==> src/rtl/serial_addsub_word.sv <==
// ---------------------------------------------------------------------------
// serial_addsub_word
//
// Word-framed bit-serial adder/subtractor. Operand bits arrive LSB first, one
// a/b pair per accepted cycle. A single carry flop is threaded through the
// word, one registered sum bit is emitted per accepted pair, and after WIDTH
// bits the parallel result, final carry and signed overflow are presented.
// Subtraction is performed as a + ~b + 1: b is inverted on the fly and the
// carry flop is preloaded with 1 when the word starts.
//
// Parameters:
//   WIDTH      bits per word, 2..32
//
// Ports:
//   clk        rising-edge clock
//   rst        asynchronous reset, active low (0 = reset)
//   start      begin a new word; only honoured while idle
//   sub        mode sampled together with start: 0 = a+b, 1 = a-b
//   in_valid   a/b bit pair is valid this cycle
//   a, b       serial operand bits, LSB first
//   sum_bit    registered serial result bit
//   out_valid  sum_bit carries a new bit this cycle
//   busy       high while a word is in flight (RUN and DONE)
//   done       one-cycle pulse marking word completion
//   sum_word   parallel result, held until the next accepted start
//   carry_out  final carry (for subtract: 1 = no borrow, a >= b unsigned)
//   overflow   two's-complement signed overflow of the word
// ---------------------------------------------------------------------------
module serial_addsub_word #(
   parameter int WIDTH = 8
) (
   input  logic             clk,
   input  logic             rst,
   input  logic             start,
   input  logic             sub,
   input  logic             in_valid,
   input  logic             a,
   input  logic             b,
   output logic             sum_bit,
   output logic             out_valid,
   output logic             busy,
   output logic             done,
   output logic [WIDTH-1:0] sum_word,
   output logic             carry_out,
   output logic             overflow
);

   // Bit counter only has to reach WIDTH-1, so clog2(WIDTH) bits suffice.
   localparam int CNT_W = (WIDTH > 1) ? $clog2(WIDTH) : 1;
   localparam logic [CNT_W-1:0] LAST_BIT = CNT_W'(WIDTH - 1);

   typedef enum logic [1:0] {
      IDLE = 2'd0,
      RUN  = 2'd1,
      DONE = 2'd2
   } state_t;

   state_t           state;
   state_t           state_next;

   logic             mode;
   logic             carry;
   logic [CNT_W-1:0] bit_cnt;

   logic             b_eff;
   logic             s_bit;
   logic             c_next;
   logic             accept;
   logic             last_accept;

   // Full-adder slice for the current bit. In subtract mode b is inverted
   // here; the "+1" of the two's complement comes from the carry preload.
   always_comb begin
      b_eff       = b ^ mode;
      s_bit       = a ^ b_eff ^ carry;
      c_next      = (a & b_eff) | (a & carry) | (b_eff & carry);
      accept      = (state == RUN) && in_valid;
      last_accept = accept && (bit_cnt == LAST_BIT);
   end

   // State register. Reset can hit at any time and simply abandons the
   // word in flight; no completion is reported for it.
   always_ff @(posedge clk or negedge rst) begin
      if (!rst) begin
         state <= IDLE;
      end else begin
         state <= state_next;
      end
   end

   // Next-state logic. start is only looked at in IDLE, so a start pulse
   // seen during RUN or in the DONE cycle is dropped rather than queued.
   // DONE always lasts exactly one cycle.
   always_comb begin
      state_next = state;
      case (state)
         IDLE: begin
            if (start) begin
               state_next = RUN;
            end
         end
         RUN: begin
            if (last_accept) begin
               state_next = DONE;
            end
         end
         DONE: begin
            state_next = IDLE;
         end
         default: begin
            state_next = IDLE;
         end
      endcase
   end

   // Output decode from state: busy covers the whole span from the edge
   // that accepts start up to the DONE->IDLE edge.
   always_comb begin
      busy = (state != IDLE);
   end

   // Datapath registers. On start the mode is latched and the carry is
   // preloaded (1 for subtract). Each accepted bit shifts the sum into
   // sum_word from the top so that after WIDTH bits the LSB has reached
   // bit 0. On the final bit the carry into the MSB (current carry) and the
   // carry out of the MSB (c_next) give carry_out and signed overflow.
   // A stall cycle in RUN drops out_valid but leaves all state untouched.
   always_ff @(posedge clk or negedge rst) begin
      if (!rst) begin
         mode      <= 1'b0;
         carry     <= 1'b0;
         bit_cnt   <= '0;
         sum_bit   <= 1'b0;
         out_valid <= 1'b0;
         done      <= 1'b0;
         sum_word  <= '0;
         carry_out <= 1'b0;
         overflow  <= 1'b0;
      end else begin
         case (state)
            IDLE: begin
               out_valid <= 1'b0;
               done      <= 1'b0;
               if (start) begin
                  mode     <= sub;
                  carry    <= sub;
                  bit_cnt  <= '0;
                  sum_word <= '0;
               end
            end
            RUN: begin
               if (in_valid) begin
                  sum_bit   <= s_bit;
                  out_valid <= 1'b1;
                  sum_word  <= {s_bit, sum_word[WIDTH-1:1]};
                  carry     <= c_next;
                  bit_cnt   <= bit_cnt + 1'b1;
                  if (last_accept) begin
                     carry_out <= c_next;
                     overflow  <= carry ^ c_next;
                     done      <= 1'b1;
                  end
               end else begin
                  out_valid <= 1'b0;
               end
            end
            DONE: begin
               out_valid <= 1'b0;
               done      <= 1'b0;
            end
            default: begin
               out_valid <= 1'b0;
               done      <= 1'b0;
            end
         endcase
      end
   end

endmodule

==> config.mk <==
export PLATFORM = sky130hd
export DESIGN_NAME = serial_addsub_word
export DESIGN_NICKNAME = d
export VERILOG_FILES = /design/src/rtl/serial_addsub_word.sv
export SDC_FILE = /design/constraint.sdc
export NUM_CORES = 1
export LEC_CHECK = 0
export CAP_MARGIN = 20
export CORE_MARGIN = 1.5
export CORE_UTILIZATION = 40
export CTS_BUF_LIST = sky130_fd_sc_hd__clkbuf_4
export CTS_CLUSTER_SIZE = 12
export DETAILED_ROUTE_END_ITERATION = 7
export GPL_ROUTABILITY_DRIVEN = 1
export PLACE_DENSITY = 0.67
export SETUP_SLACK_MARGIN = 0.2
export SLEW_MARGIN = 10
export SYNTH_ARGS = -nofsm -noshare
export SYNTH_HDL_FRONTEND = slang
export SYNTH_SLANG_ARGS = --single-unit
==> constraint.sdc <==
create_clock -name clk -period 2 [get_ports clk]
set_clock_uncertainty 0.15 [all_clocks]
set_input_delay 0.4 -clock clk [delete_from_list [all_inputs] [get_ports clk]]
set_output_delay 0.4 -clock clk [all_outputs]
set_load 0.05 [all_outputs]
-- After elaboration in Yosys (flattened, before gate mapping)
Index checks and enable logic that the tools add are counted.
- add/sub/neg operators: 1
- equal/unequal tests: 5
- multiplexer cells: 17
- bitwise gates (word level): 9
- reduce and logical (&&, ||, !) cells: 11
- operators with widths (kind ; number):
    2-to-1 mux 8 bit ; 2
    one-hot mux 8 bit (2 select lines) ; 1
    AND reduction 2 bit ; 4
    2-to-1 mux 1 bit ; 7
    2-to-1 mux 3 bit ; 2
    != test 2 bit, second input constant ; 3
    one-hot mux 3 bit (2 select lines) ; 1
    AND reduction 3 bit ; 2
    2-to-1 mux 2 bit ; 2
    one-hot mux 2 bit (2 select lines) ; 1
    nonzero test 2 bit ; 2
    XOR 1 bit ; 4
    adder 3 x 1 -> 3 bit, second input constant ; 1
    AND 1 bit ; 3
    equality test 3 bit, second input constant ; 1
    equality test 2 x 1 -> 1 bit, second input constant ; 1
    logical AND 1 bit ; 2
    zero test 2 bit ; 1
    bitwise OR 1 bit ; 2
    one-hot mux 1 bit (2 select lines) ; 1
- bits in registers: 20
- output and inout bits: 14

-- Longest topological paths before layout
- depth after elaboration: 6
- gate-level depth with buffers: 5

-- Worst setup path before layout
OpenSTA, ideal clock, no wires.
- kind: register to output
- from: reg state[1]
- to: out busy
- arrival time: 0.960 ns
- setup slack: 0.490 ns
- cell stages (with the launch flop): 4
- buffers on the path: 1
- cells stage by stage: dfrtp_1 > clkbuf_1 > nor2_1 > inv_1
- cells in the longest elaborated chain, start to end: 1
- ends and longest elaborated chain (item ; RTL line ; text):
    start, declared ; 58 ; state_t state;
    start signal, assigned ; 87 ; state <= state_next;
    nonzero test 2 bit ; 119 ; busy = (state != IDLE);
    end, declared ; 41 ; output logic busy,
Every way passes these cells.

-- Worst setup path in the final report
- from: reg state[0]
- to: out busy
The elaborated chain is that of the path after synthesis.

==> flow_summary.ini <==
[run_status]
status = finished clean

[pwr]
p_leak_uw = 0.000576
combPwrFrac_pct = 55.5
sw_frac_of_total_pct = 47.0
power_density_nw_per_um2 = 1630
max-vdd-ir-drop_mv = 1.02
switchingPower_uw = 901
p_clk_share_pct = 10.0
p_int_uw = 1010
seqPwrFrac_pct = 34.5

[placement]
post-dp-hpwl_mm = 1.19
dpl_cell_area_sq_um = 1140
gp_congestion = 0.800
dpl.cell_count = 135
port-buffer-count = 20

[synth]
synth-simple-area-share_pct = 14.5
ys.flop_type = dfrtp_1
synth_top_family_by_area = simple AND/OR/NAND/NOR gates
avgSynthCellArea_sq_um = 10.7
synth_edf_count = 0
synthXorXnorAreaFrac_pct = 1.93
synthMuxAreaShare_pct = 3.45
ys_types = 23
seq_area_frac_synth_pct = 55.2
synth_fa_ha_area_share_pct = 4.97
syn_inst = 85
synth_seq_cells = 20
syn_nets = 95
synth_compound_area_share_pct = 12.4
synthArstFlopShare_pct = 100
ys_warn_count = 0
synth_area_sq_um = 907

[clock_tree]
clk_pin_slew_ps = 110
cts_buffers = 3
cts_sinks = 20
cts_buffer_depth = 2
cts_tree = yes
cts_root_buf = clkbuf_4
clock_latency_ps = 300
post_cts_buffers = 0
h-tree-depth = 1
post_cts_resize_count = 0
hold_buffers = 0

[route]
drt_iter0_drc = 7
ant_nets = 0
num_vias = 697
routedWlPerCell_microns = 11.7
routed_wirelength_mm = 1.63
first_pass_iters = 4
avgViaCountPerCell = 5.01
drc = 0

[min_path]
hold_path_class = input port to async pin

[layout]
area.sequential_sq_um = 500
num_antenna_cells = 0
fin_nets = 122
final_cell_mix = dfrtp_1 (20), buf_4 (19), o21ai_0 (14)
instances_no_fill = 139
fillerInstances = 218
design_area_sq_um = 1180
final_common_cell = dfrtp_1
multi_input_comb_area_sq_um = 340
drive_gt1_share_pct = 24.3
area_delta_synth_final_pct = 29.8

[sta]
tightest_slew_ps = 430
rsz0062_at_grt = false
max_freq_mhz = 577
finalSetupViolations = 0
hold_viol = 0
hold_ws_ps = 283
maxSlewHeadroom_pct = 71.2
finalCriticalPeriod_ps = 1730
maxSlewViolCount = 0
finalCritPeriodShare_pct = 86.7

[die]
num_rows = 17
chipWidth_microns = 50.6
io_pins = 21
coreArea_sq_um = 2170
start_util_pct = 41.8
fp.dieArea_sq_um = 2560
die_height_microns = 50.6

[worst_setup_path]
cp-start-kind = register
arrival_ps = 1180
path_class = register to primary output
crit_path_end_kind = primary output
path_max_fanout = 10
cp_data_required_time_ps = 1450

[grt]
grt_pass1_wl_mm = 2.94
grt_pass1_vias = 628
grt_max_degree = 21
grt_usage_pct = 15.2
overflow = 0
antenna_found_initial = 0

[flow_run]
max_cap_viol_count = 0
cells by family after synthesis:
group                    count (synthesis)
flip-flops                              20
AND/OR/NAND/NOR                         21
XOR/XNOR                                 2
AO/OA/AOI/OAI                           20
adder cells (fa/ha/maj)                  3
multiplexers                             3
buffers and inverters                   16
cells in the mapped netlist, types with 2 or more instances:
master | count | area [sq um]
nand4b_1 | 4 | 35.0
o41ai_1 | 2 | 17.5
nor2_1 | 4 | 15.0
dfrtp_1 | 20 | 500
a21oi_1 | 2 | 10.0
o21ai_0 | 14 | 70.1
inv_1 | 11 | 41.3
clkbuf_1 | 2 | 7.51
ha_1 | 2 | 25.0
or4_1 | 4 | 30.0
buf_4 | 2 | 15.0
mux2i_1 | 2 | 20.0
nand2_1 | 6 | 22.5
sequential cells by signal (all words and copies together), names as in the netlist:
signal / cells
bit_cnt: 3
mode: 1
sum_word: 8
carry: 1
done: 1
sum_bit: 1
out_valid: 1
overflow: 1
state: 2
carry_out: 1
area by class of cell:
class	count	share of cell area [%]
Sequential cell	20	42.5
Multi-Input combinational cell	49	28.9
Timing Repair Buffer	27	19.9
Inverter	11	3.51
Tap cell	28	2.98
Clock buffer	3	1.91
Clock inverter	1	0.319
metrics by stage:
| step | setup TNS, ps | utilization (%) | total power (uW) | setup WS, ps |
|---|---|---|---|---|
| floorplan | 0 | - | 1400 | 490 |
| global placement | 0 | 52.8 | 1710 | 52.0 |
| detailed placement | -41.2 | 52.8 | 1740 | -41.2 |
| CTS | 0 | 54.0 | 1930 | 203 |
| global route | 0 | 54.3 | 2070 | 200 |
| finish | 0 | 54.3 | 1920 | 266 |
final timing paths:
path | startpoint | slack, ps | to | cells after the start
worst max-delay path | state[0] | 270 | busy | 4
worst min-delay path | rst | 280 | sum_word[2] | 2
worst max register to register | mode | 430 | carry | 5
worst min register to register | bit_cnt[2] | 360 | bit_cnt[2] | 2
max in group asynchronous | rst | 1210 | carry_out | 2
min in group clk | bit_cnt[2] | 360 | bit_cnt[2] | 2
worst max-delay path: stages, from the launching register on:
cell,delay (ps)
dfrtp_1,410
buf_6,150
nor2_2,100
inv_1,80
buf_12,150
metal layers:
metal	track usage [%]	vias to the layer above	wire length [microns]
li1	-	348	-
met1	21.1	328	778
met2	23.0	19	732
met3	4.76	2	110
met4	4.05	0	12
met5	0	-	0
power groups by stage:
stage,Combinational (uW),Clock [uW],Sequential [uW]
floorplan,377,0,1030
global placement,1050,0,665
detailed placement,1060,0,670
CTS,1070,200,663
global route,1160,216,686
finish,1060,191,662
(Power assumes the default switching activity.)
